<file path="src/rtl/router_reg_gen.sv">
// Router datapath register block: header latch/validation, write-bus forwarding with a small
// holding queue, XOR parity and payload-length checking. Optional macro: ROUTER_REG_ERRSTAT_EN.
module router_reg_gen #(
  parameter int unsigned DATA_W     = 8,
  parameter int unsigned ADDR_W     = 2,
  parameter int unsigned NUM_PORTS  = 3,
  parameter int unsigned HOLD_DEPTH = 2
) (
  input  logic                              clock,
  input  logic                              resetn,
  input  logic                              pkt_valid,
  input  logic [DATA_W-1:0]                 data_in,
  input  logic                              detect_add,
  input  logic                              lfd_state,
  input  logic                              ld_state,
  input  logic                              laf_state,
  input  logic                              full_state,
  input  logic                              rst_int_reg,
  input  logic                              fifo_full,
  output logic [DATA_W-1:0]                 dout,
  output logic                              dout_valid,
  output logic [ADDR_W-1:0]                 dest_addr,
  output logic                              invalid_addr,
  output logic [$clog2(HOLD_DEPTH+1)-1:0]   hold_count,
  output logic                              hold_ovf,
  output logic                              low_packet_valid,
  output logic                              parity_done,
  output logic                              err,
  output logic                              len_err
`ifdef ROUTER_REG_ERRSTAT_EN
  ,
  output logic [15:0]                       err_cnt,
  output logic [15:0]                       len_err_cnt
`endif
);

  localparam int unsigned LEN_W = DATA_W - ADDR_W;
  localparam int unsigned PTR_W = (HOLD_DEPTH > 1) ? $clog2(HOLD_DEPTH) : 1;
  localparam int unsigned CNT_W = $clog2(HOLD_DEPTH + 1);

  logic [DATA_W-1:0] r_header;
  logic [DATA_W-1:0] r_int_parity;
  logic [DATA_W-1:0] r_ext_parity;
  logic [LEN_W-1:0]  r_exp_len;
  logic [LEN_W-1:0]  r_pay_cnt;
  logic [PTR_W-1:0]  r_rd_ptr;
  logic [PTR_W-1:0]  r_wr_ptr;
  logic              r_dout_par;
  logic [DATA_W-1:0] r_q_data [HOLD_DEPTH];
  logic              r_q_par  [HOLD_DEPTH];

  logic [ADDR_W-1:0] w_addr;
  logic              w_hdr_ok;
  logic              w_hdr_bad;
  logic              w_ld;
  logic              w_laf;
  logic              w_q_empty;
  logic              w_q_full;
  logic              w_direct;
  logic              w_pop;
  logic              w_push;
  logic              w_drop;

  function automatic logic [PTR_W-1:0] f_next(input logic [PTR_W-1:0] p);
    if (32'(p) == HOLD_DEPTH - 1) return '0;
    return p + PTR_W'(1);
  endfunction

  assign w_addr    = data_in[ADDR_W-1:0];
  assign w_hdr_ok  = detect_add & pkt_valid & (32'(w_addr) < NUM_PORTS);
  assign w_hdr_bad = detect_add & pkt_valid & (32'(w_addr) >= NUM_PORTS);
  assign w_ld      = ld_state & ~full_state;
  assign w_laf     = laf_state & ~full_state;
  assign w_q_empty = (hold_count == '0);
  assign w_q_full  = (hold_count == CNT_W'(HOLD_DEPTH));

  // A byte arriving while the queue holds data must go behind it to keep order.
  assign w_direct = w_ld & ~fifo_full & w_q_empty;
  assign w_pop    = (w_ld | w_laf) & ~fifo_full & ~w_q_empty;
  assign w_push   = w_ld & (fifo_full ? ~w_q_full : ~w_q_empty);
  assign w_drop   = w_ld & fifo_full & w_q_full;

  always_ff @(posedge clock) begin
    if (w_push) begin
      r_q_data[r_wr_ptr] <= data_in;
      r_q_par[r_wr_ptr]  <= ~pkt_valid;
    end
  end

  always_ff @(posedge clock) begin
    if (!resetn) begin
      r_header         <= '0;
      r_int_parity     <= '0;
      r_ext_parity     <= '0;
      r_exp_len        <= '0;
      r_pay_cnt        <= '0;
      r_rd_ptr         <= '0;
      r_wr_ptr         <= '0;
      r_dout_par       <= 1'b0;
      dout             <= '0;
      dout_valid       <= 1'b0;
      dest_addr        <= '0;
      invalid_addr     <= 1'b0;
      hold_count       <= '0;
      hold_ovf         <= 1'b0;
      low_packet_valid <= 1'b0;
      parity_done      <= 1'b0;
      err              <= 1'b0;
      len_err          <= 1'b0;
    end else begin
      invalid_addr <= w_hdr_bad;
      dout_valid   <= lfd_state | w_pop | w_direct;

      if (w_hdr_ok) begin
        r_header  <= data_in;
        dest_addr <= w_addr;
      end

      // r_dout_par tags the byte on dout so parity_done can follow the parity byte out.
      if (lfd_state) begin
        dout       <= r_header;
        r_dout_par <= 1'b0;
      end else if (w_pop) begin
        dout       <= r_q_data[r_rd_ptr];
        r_dout_par <= r_q_par[r_rd_ptr];
      end else if (w_direct) begin
        dout       <= data_in;
        r_dout_par <= ~pkt_valid;
      end

      if (w_push) r_wr_ptr <= f_next(r_wr_ptr);
      if (w_pop)  r_rd_ptr <= f_next(r_rd_ptr);
      hold_count <= hold_count + CNT_W'(w_push) - CNT_W'(w_pop);

      if (w_hdr_ok) begin
        r_int_parity <= '0;
        r_ext_parity <= '0;
        r_pay_cnt    <= '0;
        hold_ovf     <= 1'b0;
        parity_done  <= 1'b0;
        err          <= 1'b0;
        len_err      <= 1'b0;
      end else begin
        if (lfd_state) begin
          r_int_parity <= r_int_parity ^ r_header;
          r_exp_len    <= r_header[DATA_W-1:ADDR_W];
        end else if (w_ld && pkt_valid) begin
          r_int_parity <= r_int_parity ^ data_in;
          if (r_pay_cnt != '1) r_pay_cnt <= r_pay_cnt + LEN_W'(1);
        end
        if (w_ld && !pkt_valid) r_ext_parity <= data_in;
        if (w_drop) hold_ovf <= 1'b1;
        if (dout_valid && r_dout_par) parity_done <= 1'b1;
        if (parity_done) begin
          err     <= (r_int_parity != r_ext_parity);
          len_err <= (r_pay_cnt != r_exp_len);
        end
      end

      if (rst_int_reg) begin
        low_packet_valid <= 1'b0;
      end else if (w_ld && !pkt_valid) begin
        low_packet_valid <= 1'b1;
      end
    end
  end

`ifdef ROUTER_REG_ERRSTAT_EN
  logic r_err_prev;
  logic r_len_err_prev;

  // Count rising edges only; err/len_err are cleared at each valid header.
  always_ff @(posedge clock) begin
    if (!resetn) begin
      r_err_prev     <= 1'b0;
      r_len_err_prev <= 1'b0;
      err_cnt        <= '0;
      len_err_cnt    <= '0;
    end else begin
      r_err_prev     <= err;
      r_len_err_prev <= len_err;
      if (err && !r_err_prev && err_cnt != 16'hFFFF) err_cnt <= err_cnt + 16'd1;
      if (len_err && !r_len_err_prev && len_err_cnt != 16'hFFFF) begin
        len_err_cnt <= len_err_cnt + 16'd1;
      end
    end
  end
`endif

endmodule

</file>
<file path="config.mk">
export PLATFORM = sky130hd
export DESIGN_NAME = router_reg_gen
export DESIGN_NICKNAME = d
export VERILOG_FILES = /design/src/rtl/router_reg_gen.sv
export SDC_FILE = /design/constraint.sdc
export NUM_CORES = 1
export LEC_CHECK = 0
export ABC_CLOCK_PERIOD_IN_PS = 2200
export BUFFER_PORTS_ARGS = -buffer_cell sky130_fd_sc_hd__buf_4
export CORE_MARGIN = 8
export CORE_UTILIZATION = 50
export CTS_BUF_LIST = sky130_fd_sc_hd__clkbuf_16
export DETAILED_ROUTE_END_ITERATION = 8
export PLACE_DENSITY = 0.76
export SYNTH_ARGS = -nofsm -noshare
export SYNTH_HDL_FRONTEND = slang
export SYNTH_SLANG_ARGS = --single-unit
</file>
<file path="constraint.sdc">
create_clock -name clock -period 2.2 [get_ports clock]
set_input_delay 0.44 -clock clock [delete_from_list [all_inputs] [get_ports clock]]
set_output_delay 0.44 -clock clock [all_outputs]
set_load 0.005 [all_outputs]
</file>
==> metrics.md, run 1 <==
| Metric | Value |
|---|---|
| Status | `finished, final reports clean` |
| Syn avg cell area | `~11 µm²` |
| Hpwl dp | `about 5 mm` |
| Critical path's slowest cell | `dfxtp_1` |
| CP required | `roughly 2.4 ns` |
| Critical path buffers and inverters | `1` |
| Maximum number of pins on one net before global-route repair | `27` |
| RSZ-0062 raised after global routing | `no` |
| Num rows | `29` |
| # IOs | `37` |
| Root buf cell | `clkbuf_16` |
| Post-Syn Area | `0.00324 mm²` |
| Placeable Area | `~0.0063 mm²` |
| Via count | `2,366` |
| Peak supply drop | `about 0.00046 V` |
| Worst-path fanout max | `11` |
| Setup bufs post-CTS | `0` |
| Most Crowded Layer GR | `met2` |
| Final slew viol count | `0` |
| Synth unique cells | `42` |
| Reg2reg end | `hold_count[1]` |
| Hold-fix buffers, CTS | `0` |
| Total grt overflow | `0` |
| Yosys top cell area share | `35.2%` |
| Reg2reg setup slack | `0.35 ns` |
| CP Data Arrival Time | `2.07 ns` |
| Fin Setup TNS | `0 ns` |
| Nets | `around 360` |
| Power Density | `roughly 800 mW/mm²` |
| Leak | `between 1.5 and 2 nW` |
| Clk_lat worst skew | `between 0.3 and 0.4 ns` |
| Max-slew headroom | `between 50% and 60%` |
| Area after DPL | `~0.0036 mm²` |
| Initial antenna violation count | `0` |
| Final Cycle Share | `84.2%` |
| Met2 Track Usage GR | `a little under a quarter` |
| Measured slew at the worst slew-check pin | `about 0.7 ns` |
| Grt met3 use | `under 10%` |
| Antenna-violating nets left | `0` |
| Drt pass-1 iters | `4` |
| Cells after Synth | `between 300 and 400` |
| Hold path depth | `2` |
| CP peak stage delay | `0.37 ns` |
| First-pass GRT wire length | `11.4 mm` |
| Most common cell in the netlist | `dfxtp_1` |
| Synth cell count leaders | `dfxtp_1, nor2_1, mux2i_1, nand4_1, edfxtp_1` |
| Final Hold Vio Count | `0` |
| Die Height | `between 90 and 100 µm` |
| Worst Path Class, Setup | `reg -> reg` |
| Drt initial violations | `roughly 140` |
| Hold Crit Start | `rst_int_reg` |
| I/O Buffers | `36` |
| Worst-path cell chain | `or2_1 -> and3_4 -> ha_1 -> inv_1 -> ha_1 -> xnor2_1 -> xnor2_1 -> and2_1` |
| TritonCTS clock tree | `built` |
| Achievable Freq | `about 0.54 GHz` |
| Drt wl/cell | `16.8 µm` |
| Seq/Total Area, Yosys | `between 50% and 60%` |
| Layout Skew | `between 0.003 and 0.004 ns` |
| Period minus WS final | `around 1.9 ns` |
| Max-cap violation count | `0` |
| Gr usage total | `around 16%` |
| P&R area growth vs syn | `17.6%` |
| Largest cells by area after synthesis | `dfxtp_1, edfxtp_1, mux2i_1, xor2_1, nand4_1` |
| Hold endpoint | `low_packet_valid` |
| Startpoint types | `flop` |
| Worst setup EP type | `flop` |
| Yosys reg bits | `75` |
| GPL Wtd Cong | `around 0.83` |
| Clk pin slew, worst setup/hold paths | `around 0.05 ns` |
| Horiz. Die Dim | `between 90 and 100 µm` |
| Via density | `~5.6` |
| Cell area after layout | `around 0.0038 mm²` |
| Remaining DRCs | `0` |
| Final wirelength | `7.11 mm` |
| Post-synth EDFFs | `18` |
| Post-layout util | `60.4%` |
| Worst Reg-to-Reg Cells | `8` |
| Yosys Warn Count | `0` |
| Post-CTS resize count | `0` |
| CTS sink count | `75` |
| Worst hold path type | `in -> reg` |
| Top delay family on crit path | `simple AND/OR/NAND/NOR gates` |
| Die ar. | `approximately 0.0093 mm²` |
| Met1 Usage GRT | `approximately 22%` |
| Filler instances | `approximately 540` |
| Main flop type after synthesis | `dfxtp_1` |
| Syn nets | `~330` |
| Cell accounting for the most synthesized area | `dfxtp_1` |
| Final Setup Violations | `0` |
| Number of global-route vias before repair | `~2,200` |
| Diode count | `0` |
| H-tree depth | `3` |
| Initial Utilization | `51.3%` |
| Ratio of cells with drive above 1 in the final layout | `around 18%` |
| Maximum root-to-sink buffer count | `2` |
| Total CTS buffers | `9` |
| Ys async rst share | `0%` |
| Reg-to-Reg Start | `hold_count[1]` |
-- cell usage in the layout, fill, tap and decap left out, drive strengths merged, types with 9 or more instances in the layout --
| master | netlist | layout |
|---|---|---|
| dfxtp | 57 | 57 |
| buf | 11 | 43 |
| nor2 | 37 | 37 |
| mux2i | 29 | 29 |
| nand4 | 22 | 22 |
| edfxtp | 18 | 18 |
| nand3 | 17 | 17 |
| xor2 | 16 | 16 |
| xnor2 | 14 | 14 |
| nor2b | 12 | 12 |
| clkbuf | 7 | 9 |
-- logic make-up after synthesis --
group / share of synthesized area [%]
xor gates and xnor gates: 8.10
muxes: 9.30
AOI/OAI and AO/OA: 7.64
buffers and inverters: 3.70
and+or+nand+nor: 18.2
DFF: 51.9
adders and majority gates: 1.16
-- worst max-delay path by stage --
| stage | endpoint | cells past startpoint | from | slack, ns |
|---|---|---|---|---|
| 5_1_grt | hold_count[1] | 8 | hold_count[1] | 0.27 |
| 2_1_floorplan | hold_count[1] | 10 | ld_state | 0.13 |
| 3_5_place_dp | hold_count[1] | 9 | ld_state | 0.13 |
| 6_report | hold_count[1] | 8 | hold_count[1] | 0.35 |
| 3_3_place_gp | hold_count[1] | 9 | ld_state | 0.17 |
| 4_1_cts | hold_count[1] | 8 | hold_count[1] | 0.34 |
-- worst register-to-register path: cells and delay by family, from the launching register on --
kind                       cells  cell delay, ns
xor gates and xnor gates       2            0.25
adders and majority gates      2            0.46
buffers and inverters          1            0.04
and+or+nand+nor                3            0.62
DFF                            1            0.37
-- where the power goes --
| part | internal (mW) | total (mW) | switching [mW] |
|---|---|---|---|
| combinational | 0.131 | 0.287 | 0.156 |
| clock | 0.737 | 1.25 | 0.513 |
| sequential | 1.46 | 1.50 | 0.0401 |
| total | 2.33 | 3.04 | 0.709 |
-- area by class of cell --
type                       count  area [µm²]  area share [%]
clock buffer                   9         225            5.91
clock inverter                 7        28.8           0.755
inverter                       5        18.8           0.492
multi-input combinational    207        1440            37.8
sequential                    75        1680            44.1
tap                           77        96.3            2.53
timing repair buffer          43         323            8.46
-- sequential cells by signal, indices dropped and copies added (netlist names), 2 cells and up, named ones only --
signal        cells
r_int_parity      8
dout              8
r_exp_len         6
r_header          7
r_q_data         16
r_q_par           2
hold_count        2
r_pay_cnt         6
r_ext_parity      8
-- per-layer routing --
| layer | wire length (µm) | share of wire (%) |
|---|---|---|
| met1 | 3320 | 47 |
| met3 | 509 | 7.2 |
| met5 | 0 | 0 |
| met4 | 113 | 1.6 |
| met2 | 3170 | 45 |
-- stage by stage --
| stage | total power [mW] | setup WS (ns) | hold WS, ns | std cells |
|---|---|---|---|---|
| CTS | 3.07 | 0.341 | 0.265 | 423 |
| global route | 3.15 | 0.265 | 0.281 | 423 |
| detailed placement | 1.82 | 0.134 | 0.483 | 407 |
| floorplan | 1.70 | 0.128 | 0.456 | 305 |
| finish | 3.04 | 0.347 | 0.279 | 423 |
| global placement | 1.81 | 0.172 | 0.473 | 407 |
(Power assumes the default switching activity.)
==> run 2, diff against run 1 <==
Settings changed: ABC_CLOCK_PERIOD_IN_PS 2200 to 1800.
Clock period 2.2 ns to 1.8 ns, I/O delays scaled along.
==> run 2 against run 1 <==
  * Fmax increased by 7.9%
  * Critical path type unchanged
  * Sequential cell count unchanged
  * Count of clock-buffer cells in the layout did not move
  * Register-to-register slack got worse by 0.26 ns
  * Routed wire length increased by 6.0%
  * Sequential power up 22%
  * Combinational power increased by 42%
  * Clock skew is essentially flat
  * Worst hold slack got worse by 0.092 ns
  * Global-route usage increased by 1.0 points
==> metrics.md, run 2 (synthesis gave the netlist of run 1 again) <==
| Metric | Value |
|---|---|
| Critical path buffers and inverters | `1 (unchanged)` |
| Drt initial violations | `153 (was 136)` |
| Clk pin slew, worst setup/hold paths | `0.06 ns (was 0.05 ns)` |
| Worst Path Class, Setup | `reg -> reg (unchanged)` |
| Leak | `1.60 nW (was 1.51 nW)` |
| Period minus WS final | `1.72 ns (was 1.85 ns)` |
| Most common cell on crit path | `ha_4` |
| Die ar. | `0.00932 mm² (unchanged)` |
| CP Data Arrival Time | `1.94 ns (was 2.07 ns)` |
| Final Setup Violations | `0 (unchanged)` |
| Top delay family on crit path | `simple AND/OR/NAND/NOR gates (unchanged)` |
| H-tree depth | `3 (unchanged)` |
| Total grt overflow | `0 (unchanged)` |
| Layout Skew | `0.00392 ns (was 0.00361 ns)` |
| Num rows | `29 (unchanged)` |
| Worst hold path type | `in -> reg (unchanged)` |
| Max-slew headroom | `70.4% (was 53.1%)` |
| Hpwl dp | `5.23 mm (was 5.01 mm)` |
| # IOs | `37 (unchanged)` |
| Initial Utilization | `51.3% (unchanged)` |
| Root buf cell | `clkbuf_16 (unchanged)` |
| Placeable Area | `0.00631 mm² (unchanged)` |
| Diode count | `0 (unchanged)` |
| Worst-path cell chain | `or2_1 -> and3_4 -> ha_4 -> inv_2 -> ha_4 -> xnor2_2 -> xnor2_1 -> and2_1 (was or2_1 -> and3_4 -> ha_1 -> inv_1 -> ha_1 -> xnor2_1 -> xnor2_1 -> and2_1)` |
| Remaining DRCs | `0 (unchanged)` |
| Drt pass-1 iters | `4 (unchanged)` |
| GPL Wtd Cong | `0.830 (was 0.834)` |
| Largest Register | `r_q_data (unchanged)` |
| Initial antenna violation count | `0 (unchanged)` |
| Antenna-violating nets left | `0 (unchanged)` |
| Final Hold Vio Count | `0 (unchanged)` |
| Horiz. Die Dim | `96.5 µm (unchanged)` |
| Die Height | `96.5 µm (unchanged)` |
| Max-cap violation count | `0 (unchanged)` |
| Final slew viol count | `0 (unchanged)` |
| Worst setup EP type | `flop (unchanged)` |
| Setup bufs post-CTS | `0 (unchanged)` |
| Maximum number of pins on one net before global-route repair | `27 (unchanged)` |
| RSZ-0062 raised after global routing | `no (unchanged)` |
| Total CTS buffers | `9 (unchanged)` |
| Achievable Freq | `0.582 GHz (was 0.540 GHz)` |
| Commonest cells after routing, fill and taps aside | `dfxtp_1, buf_4, nor2_1 (unchanged)` |
| TritonCTS clock tree | `built (unchanged)` |
| Reg2reg setup slack | `0.08 ns (was 0.35 ns)` |
| Via count | `2,421 (was 2,366)` |
| Drt wl/cell | `17.2 µm (was 16.8 µm)` |
| CTS sink count | `75 (unchanged)` |
| Largest register FFs | `16 (unchanged)` |
| Nets | `376 (was 362)` |
| Clk_lat worst skew | `0.33 ns (about the same)` |
| First-pass GRT wire length | `12.1 mm (was 11.4 mm)` |
| Startpoint types | `flop (unchanged)` |
| Finished Layout Cells | `437 (was 423)` |
| Ratio of cells with drive above 1 in the final layout | `23.1% (was 17.9%)` |
| Critical path's slowest cell | `dfxtp_2 (was dfxtp_1)` |
| P&R area growth vs syn | `24.7% (was 17.6%)` |
| Via density | `5.54 (was 5.59)` |
| Measured slew at the worst slew-check pin | `0.444 ns (was 0.699 ns)` |
| Hold-fix buffers, CTS | `0 (unchanged)` |
| Dpl cells | `421 (was 407)` |
| Gr usage total | `17.3% (was 16.3%)` |
| Post-CTS resize count | `0 (unchanged)` |
| Final wirelength | `7.53 mm (was 7.11 mm)` |
| CP required | `2.02 ns (was 2.42 ns)` |
| Maximum root-to-sink buffer count | `2 (unchanged)` |
| Power Density | `1050 mW/mm² (was 797 mW/mm²)` |
| Number of global-route vias before repair | `2,402 (was 2,235)` |
| Final Cycle Share | `95.5% (was 84.2%)` |
| CP peak stage delay | `0.35 ns (was 0.37 ns)` |
| Status | `finished, final reports clean (unchanged)` |
| I/O Buffers | `36 (unchanged)` |
| Total power | `4.23 mW (was 3.04 mW)` |
| Peak supply drop | `0.000706 V (was 0.000458 V)` |
| Worst-path fanout max | `6 (was 11)` |
[run 2: cell types whose count changed in the layout (fill, tap and decap cells not counted), moves of 2 or more]
cell | before | now
ha_1 | 3 | 1
bufinv_16 | 0 | 3
inv_1 | 8 | 4
ha_4 | 0 | 2
buf_4 | 43 | 56
[run 2: area by class of cell]
type	instances	area, µm²
sequential	75	1680
fill	509	2270
tap	77	96.3
multi-input combinational	207	1470
clock inverter	7	106
timing repair buffer	57	440
clock buffer	9	225
inverter	5	18.8
[run 2: through the flow]
stage / instance area [µm²] / TNS [ns] / util, % / hold slack, ns / setup slack (ns)
after global placement: 3710 / -0.0287 / 58.8 / 0.461 / -0.0287
after global routing: 4040 / 0 / 64.0 / 0.176 / 0.00114
after floorplan: 3280 / -0.141 / - / 0.436 / -0.141
final: 4040 / 0 / 64.0 / 0.187 / 0.0818
after detailed placement: 3710 / -0.105 / 58.8 / 0.470 / -0.105
after CTS: 4040 / 0 / 64.0 / 0.182 / 0.0732
[run 2: final timing paths]
kind / from / end / depth (start not counted)
hold reg to reg: hold_ovf / hold_ovf / 2
hold / removal: rst_int_reg / low_packet_valid / 2
setup reg to reg: hold_count[1] / hold_count[1] / 8
setup / recovery: hold_count[1] / hold_count[1] / 8
[run 2: power breakdown]
part	internal (mW)	leakage (nW)	switching (mW)
Combinational	0.193	0.815	0.214
Sequential	1.79	0.627	0.0422
Clock	1.34	0.162	0.664
Total	3.31	1.60	0.920
[run 2: routing by layer]
| metal | vias up | part of all wire (%) | global-route usage (%) |
|---|---|---|---|
| li1 | 1197 | - | - |
| met1 | 1157 | 44 | 20.7 |
| met2 | 51 | 49 | 27.3 |
| met3 | 16 | 5.4 | 4.95 |
| met4 | 0 | 2.1 | 9.71 |
| met5 | - | 0 | 0 |
==> run 3, diff against run 2 <==
Settings changed: PLACE_DENSITY 0.76 to unset, PLACE_DENSITY_LB_ADDON set to 0.15.
==> run 3 against run 2 <==
  * First-iteration DRC count decreased by 32%
  * Largest cell class unchanged
  * Global-route usage grew 0.13 points
  * Clock skew grew 0.0025 ns
  * Largest power group unchanged
  * Critical endpoint unchanged
  * Die area unchanged
==> metrics.md, run 3 (synthesis gave the netlist of run 1 again) <==
| Metric | Value |
|---|---|
| Peak supply drop | `0.000636 V (was 0.000706 V)` |
| Initial antenna violation count | `0 (unchanged)` |
| Period minus WS final | `1.71 ns (was 1.72 ns)` |
| Post-CTS resize count | `0 (unchanged)` |
| Total power | `4.40 mW (was 4.23 mW)` |
| Cell area after layout | `0.00408 mm² (was 0.00404 mm²)` |
| Placeable Area | `0.00631 mm² (unchanged)` |
| Achievable Freq | `0.586 GHz (was 0.582 GHz)` |
| Maximum number of pins on one net before global-route repair | `34 (was 27)` |
| Die Height | `96.5 µm (unchanged)` |
| Hold Crit Start | `rst_int_reg (unchanged)` |
| Final slew viol count | `0 (unchanged)` |
| Initial Utilization | `51.3% (unchanged)` |
| First-pass GRT wire length | `12.3 mm (was 12.1 mm)` |
| Worst setup EP type | `flop (unchanged)` |
| Dpl cells | `422 (was 421)` |
| Diode count | `0 (unchanged)` |
| Met2 wire length | `3.39 mm (was 3.68 mm)` |
| Remaining DRCs | `0 (unchanged)` |
| Nets | `377 (was 376)` |
| Worst hold path type | `in -> reg (unchanged)` |
| Fin Hold WS | `0.192 ns (was 0.187 ns)` |
| Commonest non-fill, non-tap cell in the layout | `buf_4` |
| Clk pin slew, worst setup/hold paths | `0.05 ns (was 0.06 ns)` |
| # IOs | `37 (unchanged)` |
| Via density | `5.48 (was 5.54)` |
| Number of global-route vias before repair | `2,414 (was 2,402)` |
| Die ar. | `0.00932 mm² (unchanged)` |
| I/O Buffers | `36 (unchanged)` |
| Reg2reg end | `hold_count[1] (unchanged)` |
| Switching power | `0.926 mW (was 0.920 mW)` |
| Root buf cell | `clkbuf_16 (unchanged)` |
| P&R area growth vs syn | `25.9% (was 24.7%)` |
| Final Setup Violations | `0 (unchanged)` |
| Total grt overflow | `0 (unchanged)` |
| Flop pwr share | `41.5% (was 43.2%)` |
| Ratio of cells with drive above 1 in the final layout | `24.1% (was 23.1%)` |
| Worst-path fanout max | `6 (unchanged)` |
| Finished Layout Cells | `438 (was 437)` |
| Commonest cells after routing, fill and taps aside | `buf_4, dfxtp_1, nor2_1 (was dfxtp_1, buf_4, nor2_1)` |
| Max-cap violation count | `0 (unchanged)` |
| Antenna-violating nets left | `0 (unchanged)` |
| GPL Wtd Cong | `0.819 (was 0.830)` |
| Hold endpoint | `low_packet_valid (unchanged)` |
| Worst Reg-to-Reg Cells | `8 (unchanged)` |
| Measured slew at the worst slew-check pin | `0.461 ns (was 0.444 ns)` |
| CP required | `2.02 ns (about the same)` |
| Power Density | `1080 mW/mm² (was 1050 mW/mm²)` |
| Maximum root-to-sink buffer count | `2 (unchanged)` |
| RSZ-0062 raised after global routing | `no (unchanged)` |
| Leak | `1.63 nW (was 1.60 nW)` |
| Hold path depth | `2 (unchanged)` |
| Reg-to-Reg Start | `hold_count[1] (unchanged)` |
| Via count | `2,400 (was 2,421)` |
| Status | `finished, final reports clean (unchanged)` |
| H-tree depth | `3 (unchanged)` |
| Worst setup margin | `0.0924 ns (was 0.0818 ns)` |
| Fin Setup TNS | `0 ns (unchanged)` |
| Num rows | `29 (unchanged)` |
| Drt pass-1 iters | `4 (unchanged)` |
| Layout Skew | `0.00644 ns (was 0.00392 ns)` |
| Area after DPL | `0.00372 mm² (was 0.00371 mm²)` |
| Final Cycle Share | `94.9% (was 95.5%)` |
| Reg2reg setup slack | `0.09 ns (was 0.08 ns)` |
| Hold-fix buffers, CTS | `0 (unchanged)` |
| Horiz. Die Dim | `96.5 µm (unchanged)` |
| Clk_lat worst skew | `0.33 ns (about the same)` |
| Wire length on met3 | `389 µm (was 405 µm)` |
| CTS sink count | `75 (unchanged)` |
| P_int | `3.47 mW (was 3.31 mW)` |
| Max-slew headroom | `69.3% (was 70.4%)` |
| CP Data Arrival Time | `1.93 ns (was 1.94 ns)` |
| TritonCTS clock tree | `built (unchanged)` |
| Total CTS buffers | `9 (unchanged)` |
| Worst slack, placed | `-0.0799 ns (was -0.105 ns)` |
| Largest register FFs | `16 (unchanged)` |
| Worst Path Class, Setup | `reg -> reg (unchanged)` |
| Met1 WL | `3.47 mm (was 3.29 mm)` |
| Top Layer Used | `met4 (unchanged)` |
| Hpwl dp | `5.23 mm (about the same)` |
| Drt initial violations | `104 (was 153)` |
| Startpoint types | `flop (unchanged)` |
| Post-layout util | `64.7% (was 64.0%)` |
| Drt wl/cell | `16.8 µm (was 17.2 µm)` |
| Final wirelength | `7.38 mm (was 7.53 mm)` |
| Gr usage total | `17.4% (was 17.3%)` |
| Combinational fraction of design power | `9.2% (was 9.6%)` |
| Sw frac | `21.1% (was 21.7%)` |
| Setup bufs post-CTS | `0 (unchanged)` |
| Clk pwr share | `49.3% (was 47.2%)` |
| Final Hold Vio Count | `0 (unchanged)` |
| Largest Register | `r_q_data (unchanged)` |
[run 3: changes by cell type in the layout (fill, tap and decap cells not counted), sizes merged]
cell	previous run	this run
buf	57	58
inv	5	6
bufinv	3	4
clkinv	4	2
[run 3: layout make-up]
type | instances | area [µm²]
inverter | 5 | 18.8
sequential | 75 | 1680
tap | 77 | 96.3
timing repair buffer | 58 | 448
clock inverter | 7 | 139
multi-input combinational | 207 | 1470
clock buffer | 9 | 225
fill | 535 | 2230
[run 3: worst max-delay path by stage]
stage,end,start
2_1_floorplan,hold_count[1],laf_state
6_report,hold_count[1],hold_count[1]
3_5_place_dp,hold_count[1],laf_state
3_3_place_gp,hold_count[1],laf_state
4_1_cts,hold_count[1],hold_count[1]
5_1_grt,hold_count[1],hold_count[1]
[run 3: power groups by stage]
stage / combinational (mW) / sequential, mW / clock [mW]
5_1_grt: 0.450 / 1.83 / 2.27
6_report: 0.406 / 1.82 / 2.17
2_1_floorplan: 0.237 / 1.86 / 0
3_5_place_dp: 0.407 / 1.86 / 0
4_1_cts: 0.409 / 1.82 / 2.20
3_3_place_gp: 0.404 / 1.86 / 0
[run 3: layer usage]
layer | up-vias | track usage [%]
li1 | 1199 | -
met1 | 1147 | 22.5
met2 | 45 | 27.1
met3 | 9 | 3.63
met4 | 0 | 8.45
met5 | - | 0
[run 3: worst max-delay path, cell delays in order, from the launching register on]
cell	delay [ns]
dfxtp_2	0.35
or2_1	0.25
and3_4	0.16
ha_4	0.26
inv_2	0.04
ha_4	0.15
xnor2_2	0.13
xnor2_1	0.12
and2_1	0.15
